### src/rtl/avalon_mem_arbiter_if.sv
// Avalon-MM bus bundle shared by the arbiter's master-side and slave-side ports.
// The master modport is the side issuing requests; the slave modport answers them.
interface avalon_mem_arbiter_if;
  logic [31:0] address;
  logic        read;
  logic        write;
  logic [31:0] writedata;
  logic [3:0]  byteenable;
  logic        waitrequest;
  logic [31:0] readdata;

  modport master (
    output address,
    output read,
    output write,
    output writedata,
    output byteenable,
    input  waitrequest,
    input  readdata
  );

  modport slave (
    input  address,
    input  read,
    input  write,
    input  writedata,
    input  byteenable,
    output waitrequest,
    output readdata
  );
endinterface

### src/rtl/avalon_mem_arbiter.sv
// Round-robin two-master Avalon-MM arbiter in front of a single RAM slave, with a
// bounded bus lock for the loader master (master 1).
module avalon_mem_arbiter #(
  parameter int unsigned LOCK_MAX = 16
) (
  input  logic                        clk,
  input  logic                        reset,
  avalon_mem_arbiter_if.slave         m0,
  avalon_mem_arbiter_if.slave         m1,
  input  logic                        m1_lock,
  avalon_mem_arbiter_if.master        s,
  output logic [1:0]                  grant
);

  typedef enum logic [1:0] {StIdle, StGrant0, StGrant1} state_e;

  state_e     state_q, state_d;
  logic       last_q, last_d;
  logic [7:0] lock_cnt_q, lock_cnt_d;

  logic req0, req1;
  logic lock_room;

  assign req0 = m0.read | m0.write;
  assign req1 = m1.read | m1.write;
  // Another locked transfer is allowed only while the run stays below LOCK_MAX.
  assign lock_room = (32'(lock_cnt_q) + 32'd1) < LOCK_MAX;

  always_ff @(posedge clk) begin
    if (!reset) begin
      state_q    <= StIdle;
      last_q     <= 1'b1;
      lock_cnt_q <= 8'd0;
    end else begin
      state_q    <= state_d;
      last_q     <= last_d;
      lock_cnt_q <= lock_cnt_d;
    end
  end

  always_comb begin
    state_d    = state_q;
    last_d     = last_q;
    lock_cnt_d = lock_cnt_q;
    case (state_q)
      StIdle: begin
        if (req0 && req1) begin
          state_d = last_q ? StGrant0 : StGrant1;
        end else if (req0) begin
          state_d = StGrant0;
        end else if (req1) begin
          state_d = StGrant1;
        end
      end
      StGrant0: begin
        if (!req0) begin
          state_d = StIdle;
        end else if (!s.waitrequest) begin
          state_d = StIdle;
          last_d  = 1'b0;
        end
      end
      StGrant1: begin
        if (!req1) begin
          state_d    = StIdle;
          lock_cnt_d = 8'd0;
        end else if (!s.waitrequest) begin
          last_d = 1'b1;
          if (m1_lock && lock_room) begin
            lock_cnt_d = lock_cnt_q + 8'd1;
          end else begin
            state_d    = StIdle;
            lock_cnt_d = 8'd0;
          end
        end
      end
      default: begin
        state_d = StIdle;
      end
    endcase
  end

  // Data path: slave follows the owner; the non-owner is stalled with zero readdata.
  always_comb begin
    s.address      = 32'd0;
    s.read         = 1'b0;
    s.write        = 1'b0;
    s.writedata    = 32'd0;
    s.byteenable   = 4'd0;
    m0.waitrequest = 1'b1;
    m0.readdata    = 32'd0;
    m1.waitrequest = 1'b1;
    m1.readdata    = 32'd0;
    case (state_q)
      StGrant0: begin
        s.address      = m0.address;
        s.read         = m0.read;
        s.write        = m0.write;
        s.writedata    = m0.writedata;
        s.byteenable   = m0.byteenable;
        m0.waitrequest = s.waitrequest;
        m0.readdata    = s.readdata;
      end
      StGrant1: begin
        s.address      = m1.address;
        s.read         = m1.read;
        s.write        = m1.write;
        s.writedata    = m1.writedata;
        s.byteenable   = m1.byteenable;
        m1.waitrequest = s.waitrequest;
        m1.readdata    = s.readdata;
      end
      default: ;
    endcase
  end

  assign grant = {state_q == StGrant1, state_q == StGrant0};

endmodule

### src/flat_wrapper.sv
// flat-port wrapper written by rule: the top's interface ports become plain ports
module avalon_mem_arbiter_flat 
#(
  parameter int unsigned LOCK_MAX = 16
)
  (clk, reset, m1_lock, grant, m0_address, m0_read, m0_write, m0_writedata, m0_byteenable, m0_waitrequest, m0_readdata, m1_address, m1_read, m1_write, m1_writedata, m1_byteenable, m1_waitrequest, m1_readdata, s_address, s_read, s_write, s_writedata, s_byteenable, s_waitrequest, s_readdata);
  avalon_mem_arbiter_if m0_i ();
  avalon_mem_arbiter_if m1_i ();
  avalon_mem_arbiter_if s_i ();
  input  logic clk;
  input  logic reset;
  input  logic m1_lock;
  output logic [1:0] grant;
  input wire logic [$bits(m0_i.address)-1:0] m0_address;
  input wire logic [$bits(m0_i.read)-1:0] m0_read;
  input wire logic [$bits(m0_i.write)-1:0] m0_write;
  input wire logic [$bits(m0_i.writedata)-1:0] m0_writedata;
  input wire logic [$bits(m0_i.byteenable)-1:0] m0_byteenable;
  output wire logic [$bits(m0_i.waitrequest)-1:0] m0_waitrequest;
  output wire logic [$bits(m0_i.readdata)-1:0] m0_readdata;
  input wire logic [$bits(m1_i.address)-1:0] m1_address;
  input wire logic [$bits(m1_i.read)-1:0] m1_read;
  input wire logic [$bits(m1_i.write)-1:0] m1_write;
  input wire logic [$bits(m1_i.writedata)-1:0] m1_writedata;
  input wire logic [$bits(m1_i.byteenable)-1:0] m1_byteenable;
  output wire logic [$bits(m1_i.waitrequest)-1:0] m1_waitrequest;
  output wire logic [$bits(m1_i.readdata)-1:0] m1_readdata;
  output wire logic [$bits(s_i.address)-1:0] s_address;
  output wire logic [$bits(s_i.read)-1:0] s_read;
  output wire logic [$bits(s_i.write)-1:0] s_write;
  output wire logic [$bits(s_i.writedata)-1:0] s_writedata;
  output wire logic [$bits(s_i.byteenable)-1:0] s_byteenable;
  input wire logic [$bits(s_i.waitrequest)-1:0] s_waitrequest;
  input wire logic [$bits(s_i.readdata)-1:0] s_readdata;
  assign m0_i.address = m0_address;
  assign m0_i.read = m0_read;
  assign m0_i.write = m0_write;
  assign m0_i.writedata = m0_writedata;
  assign m0_i.byteenable = m0_byteenable;
  assign m0_waitrequest = m0_i.waitrequest;
  assign m0_readdata = m0_i.readdata;
  assign m1_i.address = m1_address;
  assign m1_i.read = m1_read;
  assign m1_i.write = m1_write;
  assign m1_i.writedata = m1_writedata;
  assign m1_i.byteenable = m1_byteenable;
  assign m1_waitrequest = m1_i.waitrequest;
  assign m1_readdata = m1_i.readdata;
  assign s_address = s_i.address;
  assign s_read = s_i.read;
  assign s_write = s_i.write;
  assign s_writedata = s_i.writedata;
  assign s_byteenable = s_i.byteenable;
  assign s_i.waitrequest = s_waitrequest;
  assign s_i.readdata = s_readdata;
  avalon_mem_arbiter #(.LOCK_MAX(LOCK_MAX)) u_core (.clk(clk), .reset(reset), .m0(m0_i), .m1(m1_i), .m1_lock(m1_lock), .s(s_i), .grant(grant));
endmodule
### config.mk
export PLATFORM = sky130hd
export DESIGN_NAME = avalon_mem_arbiter_flat
export DESIGN_NICKNAME = d
export VERILOG_FILES = /design/src/rtl/avalon_mem_arbiter_if.sv /design/src/rtl/avalon_mem_arbiter.sv /design/src/flat_wrapper.sv
export SDC_FILE = /design/constraint.sdc
export NUM_CORES = 1
export LEC_CHECK = 0
export ABC_CLOCK_PERIOD_IN_PS = 2500
export CAP_MARGIN = 30
export CORE_AREA = 2 2 122 124
export CTS_BUF_LIST = sky130_fd_sc_hd__clkbuf_8
export DETAILED_ROUTE_END_ITERATION = 12
export DIE_AREA = 0 0 124 126
export PLACE_DENSITY = 0.6
export SYNTH_ARGS = -nofsm -noshare
export SYNTH_HDL_FRONTEND = slang
export SYNTH_SLANG_ARGS = --single-unit
### constraint.sdc
create_clock -name clk -period 2.5 [get_ports clk]
set_input_delay 0.5 -clock clk [delete_from_list [all_inputs] [get_ports clk]]
set_output_delay 0.5 -clock clk [all_outputs]
set_load 0.005 [all_outputs]
[After elaboration in Yosys (flattened, before gate mapping)]
Cells that the tools add are included.
Storage, ports and cells
  register bits after elaboration: 11
  bits of input ports: 176
  logic and storage cells: 53
Operators by class
  add/sub/neg operators: 2
  $lt $le $gt $ge: 1
  equality and inequality tests: 11
  multiplexer cells: 27
  bitwise gates (word level): 2
  reductions and logical operators: 7
Operators with widths (count)
  $pmux 32 s2: 2
  $mux 32: 2
  $lt 32x5->1 const B: 1
  $mux 8: 3
  $mux 2: 9
  $add 8x1->9 const B: 1
  $ne 3x3->1 const B: 3
  $add 8x1->8 const B: 1
  $pmux 4 s2: 1
  $mux 1: 6
  $ne 2x2->1 const B: 3
  $pmux 1 s2: 3
  $pmux 2 s3: 1
  $reduce_and 5->1: 1
  $ne 2x1->1 const B: 2
  $ne 4x1->1 const B: 1
  $reduce_and 4->1: 1
  $eq 2x1->1 const B: 1
  $eq 2x2->1 const B: 1
  $logic_and 1x1->1: 2
  $logic_not 2->1: 1
  $or 1x1->1: 2
  $reduce_and 2->1: 1
  $reduce_bool 2->1: 1

[Longest topological paths before layout]
Gate-level depths: netlist (run 1).
  depth after elaboration: 7
  mapped depth: 8
  mapped depth without buffers: 7

[Worst setup path after synthesis (run 1)]
OpenSTA, ideal clock, no wires.
  kind: register to output
  start point: register u_core.state_q[0]
  end point: output s_address[19]
  arrival time: 1.505 ns
  required time: 2.000 ns
  setup slack: 0.495 ns
  cell stages (with the launch flop): 8
  buffers on the path: 3
  path through: dfxtp_1 > inv_1 > ha_1 > clkbuf_1 > buf_2 > clkbuf_1 > a22oi_1 > nor2b_1
Between the ends
  word-level cells in the longest chain between the ends: 2
  elaborated cells on any way between the ends: 3
  classes of those cells: eq/ne (2); mux (1)
RTL lines
  start: declaration: line avalon_mem_arbiter.sv:17  | state_e state_q, state_d;
  start signal: assignment: line avalon_mem_arbiter.sv:31  | state_q <= StIdle;
  start signal: assignment: line avalon_mem_arbiter.sv:35  | state_q <= state_d;
  $eq 2x2->1 or $eq 2x1->1 (tied branches): line avalon_mem_arbiter.sv:94  | case (state_q)
  $pmux 32 s2 (*): line avalon_mem_arbiter.sv:94
  end: declaration: line flat_wrapper.sv:28  | output wire logic [$bits(s_i.address)-1:0] s_address;
Every way passes the cells marked *; elsewhere a longest branch is shown, timed or not.

[Worst setup path in the final report (run 1)]
  start point: register u_core.state_q[0]
  end point: output s_writedata[4]
Between the ends
  word-level cells in the longest chain between the ends: 2
  elaborated cells on any way between the ends: 3
  classes of those cells: eq/ne (2); mux (1)
RTL lines
  $eq 2x2->1 or $eq 2x1->1 (tied branches): line avalon_mem_arbiter.sv:94
  $pmux 32 s2 (*): line avalon_mem_arbiter.sv:94
  end: declaration: line flat_wrapper.sv:31  | output wire logic [$bits(s_i.writedata)-1:0] s_writedata;
Marks and branches as above.

==> results of run 1 <==
-- kinds of logic after synthesis --
group	Yosys count
flip-flops	11
buffers and inverters	38
AND/OR/NAND/NOR	165
AO/OA/AOI/OAI	87
adder cells (fa/ha/maj)	4
multiplexers	2
XOR/XNOR	1
-- state kept, by name (all words and copies together) (netlist names) --
register / flops
u_core.last_q: 1
u_core.state_q: 2
u_core.lock_cnt_q: 8
-- cells in the final DEF, fill, tap and decap left out, types with 2 or more instances in the layout --
master	synthesis	final
inv_1	4	3
a21boi_1	2	2
ha_4	0	3
clkdlybuf4s50_1	0	308
buf_4	1	14
nand3_1	3	3
nand2b_1	2	2
nand2_1	8	8
dlymetal6s2s_1	0	4
o21ai_0	4	4
and3_1	4	4
or2_2	2	2
dfxtp_1	11	10
nor2b_2	0	2
mux2i_1	2	2
clkbuf_8	0	3
nor2_1	4	4
a21boi_0	2	2
a22oi_1	70	69
buf_12	0	9
buf_6	0	5
nor2b_1	70	68
and2_1	64	64
inv_2	0	2
nand4_1	2	2
-- routing by layer --
metal,global-route usage,vias to the layer above,wire [um]
met3,0.0358,16,1120
met4,0.0364,0,194
met1,0.189,1648,5300
li1,-,1709,-
met2,0.305,185,7110
met5,0,-,0
-- through the flow --
stage | worst slack, ps | instance area, um2 | total power, W | utilization
after floorplan | 495 | 2110 | 0.000798 | -
after global placement | 69.7 | 5580 | 0.00177 | 0.390
after detailed placement | 63.9 | 5580 | 0.00178 | 0.390
after CTS | -5.35 | 5760 | 0.00209 | 0.402
after global routing | -49.8 | 5850 | 0.00224 | 0.409
final | 38.1 | 5850 | 0.00209 | 0.409
-- tightest hold or removal path, cell delays in order, from the launching register on --
cell	delay, ps
dfxtp_1	320
nand2_1	60
a21boi_1	50
-- timing repair --
item | 4_1_cts | 5_1_grt
endpoints found under the setup margin | 66 | 54
gates resized for setup | 9 | 12
buffers inserted | 7 | 3
gates cloned | 1 | 1
pin swaps | 2 | 1
-- report_power, final --
part | leakage, nW | switching (W) | internal [W]
clock | 0.0269 | 0.0000713 | 0.000108
combinational | 1.98 | 0.000636 | 0.00109
sequential | 0.0895 | 0.00000600 | 0.000184
total | 2.10 | 0.000713 | 0.00138
-- Yosys cell counts (2+ instances only) --
cell | count | area, um2
and2_1 | 64 | 400
a21boi_0 | 2 | 15.0
nand2_1 | 8 | 30.0
nand4_1 | 2 | 12.5
buf_2 | 2 | 10.0
dfxtp_1 | 11 | 220
ha_1 | 4 | 50.1
buf_1 | 3 | 11.3
a21boi_1 | 2 | 15.0
and3_1 | 4 | 25.0
clkbuf_1 | 28 | 105
a22oi_1 | 70 | 526
nor2b_1 | 70 | 438
nand2b_1 | 2 | 12.5
mux2i_1 | 2 | 20.0
or2_2 | 2 | 12.5
inv_1 | 4 | 15.0
nand3_1 | 3 | 15.0
nor2_1 | 4 | 15.0
o21ai_0 | 4 | 20.0
-- worst max-delay path by stage --
stage / to
CTS: s_writedata[10]
global route: s_writedata[19]
detailed placement: s_writedata[30]
finish: s_writedata[4]
global placement: s_writedata[30]
floorplan: s_address[19]
-- final cells by class --
class | instances | area (um2)
clock buffer | 3 | 41.3
clock inverter | 1 | 3.75
fill | 1427 | 8460
inverter | 4 | 15.0
multi-input combinational | 259 | 1790
sequential | 11 | 221
tap | 184 | 230
timing repair buffer | 344 | 3550
==> flow_metrics.tcl, run 1 <==
set metrics [dict create \
    reg2reg_depth 9 \
    setup_tns_ps 0 \
    synth_compound_area_frac 0.310 \
    crit_path_max_fanout 5 \
    yosysWarnings 0 \
    vias 3558 \
    cts_made_buffers 3 \
    slowest_delay_ps 450 \
    synth_cells 308 \
    cp_num_buf_inv 4 \
    min_period_over_period 0.985 \
    die-area_um2 15600 \
    grt_pass1_vias 3766 \
    hold_depth 2 \
    slew_headroom 0.718 \
    ioPinCount 314 \
    dp_cells 790 \
    track_usage 0.164 \
    tritoncts "yes" \
    synth_cell_types 37 \
    async_flop_share 0 \
    start_util 0.148 \
    dr.first_iter.drc_count 110 \
    hold_violations 0 \
    overflow 0 \
    reg2reg_slack_ps 700 \
    gp_congestion 0.921 \
    wl_per_cell_um 17.0 \
    ys.flop_type "dfxtp_1" \
    core_area_um2 14300 \
    r2r-start "u_core.state_q[0]" \
    p_leak_nw 2.10 \
    drc 0 \
    die_h_um 126 \
    syn_nets 488 \
    fin_crit_ps 2460 \
    wl_um 13700 \
    clock_latency_ps 250 \
    slowest_stage "clkdlybuf4s50_1" \
    reg2reg_to "u_core.lock_cnt_q[2]" \
    yosysSeqAreaShare 0.104 \
    powerDensity_nw_per_um2 357 \
    synth_adder_area_share 0.0237 \
    cts_buffer_depth 2 \
    synthSimpleGateAreaFrac 0.478 \
    grt_max_degree 34 \
    vdd_ir_drop_max_mv 0.145 \
    ys_ff_latch 11 \
    slew_violations 0 \
    hold_end "u_core.lock_cnt_q[1]" \
    n_antenna_cell 0 \
    clk_pin_slew_ps 50 \
    synthToLayoutAreaGrowth_pct 177 \
    syn_area_um2 2110 \
    drive_gt1_frac 0.0788 \
    cts_root_buffer "clkbuf_8" \
    finalSetupViolations 0 \
    grt_antenna_before_repair 0 \
    synth_top_family_by_area "simple AND/OR/NAND/NOR gates" \
    num-nets-final 803 \
    ant_nets 0 \
    cp_num_cells 7 \
    fin_skew_ps 6.81 \
    crit_start "u_core.state_q[0]" \
    max_freq_ghz 0.406 \
    die_x_um 124 \
    portBuffers 313 \
    layout.cells.non_filler 806 \
    vias_per_cell 4.41 \
    htree_levels 1 \
    synth_edf_count 0 \
    cp_data_required_time_ps 2000 \
    setup.worst_path.class "register to primary output" \
    synthMuxAreaShare 0.00947 \
    worst_pin_slew_ps 421 \
    crit_path_frequent_cell "buf_4" \
    cts_hold_buf 0 \
    cp_top_family "buffers and inverters" \
    hpwlAfterDp_um 10900 \
    status "finished, final reports clean" \
    worst_hold_slack_ps 476 \
    critPathLaunchType "register" \
    cap_violations 0 \
    syn_area_per_cell_um2 6.87 \
    end_kind "primary output" \
    hold_class "register to register" \
    grt_pass1_wl_um 20100 \
    synth_xor_area_frac 0.00414 \
    first_pass_iters 4 \
    min-delay-start "u_core.lock_cnt_q[1]" \
    rsz0062_at_grt "true" \
    critPathArrivalTime_ps 1960 \
    clkSinkCount 11 \
    rows 44 \
    path_cells "buf_4 > ha_4 > buf_4 > buf_4 > a22oi_1 > nor2b_1 > clkdlybuf4s50_1" \
]
Power figures use the tool's default switching activity.
==> run 2: changes to the inputs <==
- ABC_AREA: not set -> 1
==> run 2 against run 1 <==
Global-route usage is 0.94 points lower; sequential cell count is the same; combinational power grew 93%; highest routed layer unchanged; synthesized cell count rose by 49%; area after synthesis about the same; critical endpoint is now s_address[22]; cell area fell by 0.81%; fmax is 0.93% higher; final cell count increased by 18%.
==> flow_metrics.tcl, run 2 <==
set metrics [dict create \
    fillers 1531 \
    portBuffers 313 \
    synth_cells 459 \
    synth.area.top_cells "nand2_1 40%, a21oi_1 18%, inv_1 13%, dfxtp_1 10%, buf_2 4.3%" \
    vias 3853 \
    slew_headroom 0.805 \
    track_usage 0.155 \
    synthToLayoutAreaGrowth_pct 175 \
    n_antenna_cell 0 \
    status "finished, final reports clean" \
    critPathLaunchType "register" \
    met1_length_um 5460 \
    power_w 0.00372 \
    setup_tns_ps 0 \
    r2r-start "u_core.state_q[1]" \
    drive_gt1_frac 0.0532 \
    core_area_um2 14300 \
    yosysWarnings 0 \
    yosysTopAreaCell "nand2_1" \
    die-area_um2 15600 \
    wl_um 13300 \
    cts_root_buffer "clkbuf_8" \
    drc 0 \
    ioPinCount 314 \
    syn_area_per_cell_um2 4.60 \
    critPathArrivalTime_ps 1940 \
    synth_top_family_by_area "simple AND/OR/NAND/NOR gates" \
    slowest_stage "clkdlybuf4s50_1" \
    overflow 0 \
    synthMuxAreaShare 0 \
    hpwlAfterDp_um 10600 \
    seqPwrFrac 0.060 \
    clockPowerShare 0.048 \
    met2RoutedLength_um 6460 \
    start_util 0.148 \
    synthSimpleGateAreaFrac 0.477 \
    p_leak_nw 2.87 \
    syn_area_um2 2110 \
    worst_pin_slew_ps 292 \
    swShare 0.444 \
    cts_hold_buf 0 \
    final_common_cell "clkdlybuf4s50_1" \
    grt_max_degree 51 \
    synth_compound_area_frac 0.186 \
    gp_congestion 0.802 \
    ant_nets 0 \
    synth.most_common_cell "nand2_1" \
    setup.worst_path.class "register to primary output" \
    cts_buffer_depth 2 \
    largest_reg_flops 8 \
    cap_violations 0 \
    synth_xor_area_frac 0.00829 \
    reg2reg_depth 10 \
    end_kind "primary output" \
    largest-register "u_core.lock_cnt_q" \
    fin_skew_ps 0.326 \
    async_flop_share 0 \
    htree_levels 1 \
    num-nets-final 952 \
    power.internal_w 0.00207 \
    ys.flop_type "dfxtp_1" \
    vias_per_cell 4.03 \
    most-common-layout-cells "290 x clkdlybuf4s50_1, 227 x nand2_1, 75 x inv_1" \
    fin_crit_ps 2440 \
    hold_class "register to register" \
    first_pass_iters 5 \
    vdd_ir_drop_max_mv 0.593 \
    timing.final.ws_setup_ps 60.9 \
    p_comb_frac 0.892 \
    p_sw_w 0.00165 \
    syn_nets 639 \
    reg2reg_to "u_core.state_q[1]" \
    crit_end "s_address[22]" \
    cts_made_buffers 3 \
    synth_cell_types 19 \
    cp_data_required_time_ps 2000 \
    ys_ff_latch 11 \
    crit_path_max_fanout 27 \
    post-place-ws_ps 133 \
    reg2reg_slack_ps 780 \
    dr.first_iter.drc_count 158 \
    die_h_um 126 \
    clock_latency_ps 240 \
    slowest_delay_ps 530 \
    tritoncts "yes" \
    highest-signal-layer "met4" \
    slew_violations 0 \
    hold_violations 0 \
    min_period_over_period 0.976 \
    synth_top_area_frac 0.403 \
    yosysSeqAreaShare 0.104 \
    clkSinkCount 11 \
    crit_start "u_core.state_q[1]" \
    dp_cells 943 \
    powerDensity_nw_per_um2 640 \
    synth_edf_count 0 \
    max_freq_ghz 0.410 \
    grt_antenna_before_repair 0 \
    layout.cells.non_filler 955 \
    synth_common_cells "227 x nand2_1, 75 x a21oi_1, 75 x inv_1, 18 x buf_2, 16 x nor2_1" \
    die_x_um 124 \
    synth_adder_area_share 0.0237 \
    wl_per_cell_um 13.9 \
    worst_hold_slack_ps 430 \
    path_cells "buf_4 > ha_4 > buf_12 > buf_16 > nand2_1 > a21oi_1 > clkdlybuf4s50_1" \
    wl_met3_um 1260 \
    finalSetupViolations 0 \
    grt_pass1_wl_um 19100 \
    top_regs "u_core.lock_cnt_q (8), u_core.state_q (2), u_core.last_q (1)" \
    rows 44 \
    grt_pass1_vias 3614 \
    clk_pin_slew_ps 50 \
]
## run 2: how the worst min path moves through the flow
stage,startpoint,endpoint,slack [ps],cells past startpoint
finish,u_core.lock_cnt_q[7],u_core.lock_cnt_q[7],430,2
global route,u_core.lock_cnt_q[6],u_core.lock_cnt_q[6],470,2
detailed placement,u_core.lock_cnt_q[7],u_core.lock_cnt_q[7],420,2
global placement,u_core.lock_cnt_q[7],u_core.lock_cnt_q[7],420,2
floorplan,u_core.lock_cnt_q[7],u_core.lock_cnt_q[7],420,2
CTS,u_core.lock_cnt_q[7],u_core.lock_cnt_q[7],430,2
## run 2: cell type report
cell class | instances | area [um2] | area share
clock inverter | 1 | 3.75 | 0.000647
clock buffer | 3 | 41.3 | 0.00711
tap | 184 | 230 | 0.0397
timing repair buffer | 338 | 3510 | 0.605
sequential | 11 | 221 | 0.0381
multi-input combinational | 342 | 1510 | 0.261
inverter | 76 | 285 | 0.0491
## run 2: metrics by stage
stage                     instance area [um2]  utilization
after detailed placement                 5570        0.389
after floorplan                          2110            -
after global routing                     5810        0.406
final                                    5810        0.406
after global placement                   5570        0.389
after CTS                                5740        0.401
## run 2: worst max-delay path: cells and delay by family (launching register included)
family | cells | cell delay, ps
and+or+nand+nor | 1 | 80
AOI/OAI and AO/OA | 1 | 140
buffers and inverters | 4 | 930
DFF | 1 | 320
adders and majority gates | 1 | 210
## run 2: what timing repair did
item                       4_1_cts  5_1_grt
gates cloned                     1        0
hold endpoints to repair         0        0
setup endpoints to repair       65       29
resized for setup                5       27
buffers inserted                 7        0
pin swaps                        2        0
## run 2: power groups by stage
| stage | clock [W] | sequential, W | combinational (W) |
|---|---|---|---|
| 4_1_cts | 0.000181 | 0.000222 | 0.00339 |
| 5_1_grt | 0.000199 | 0.000227 | 0.00363 |
| 6_report | 0.000178 | 0.000224 | 0.00332 |
| 3_5_place_dp | 0 | 0.000225 | 0.00317 |
| 2_1_floorplan | 0 | 0.000219 | 0.00127 |
| 3_3_place_gp | 0 | 0.000224 | 0.00318 |
## run 2: kinds of logic (layout without fill, tap and decap cells)
kind of cell | count (synthesis) | after routing
adders and majority gates | 4 | 4
and+or+nand+nor | 258 | 258
buffers and inverters | 106 | 418
AOI/OAI and AO/OA | 78 | 78
DFF | 11 | 11
xor gates and xnor gates | 2 | 2
## run 2: metal layers
metal  up-vias  global-route usage
li1       1999                   -
met2       185               0.274
met4         0              0.0225
met5         -                   0
met1      1657               0.190
met3        12              0.0403
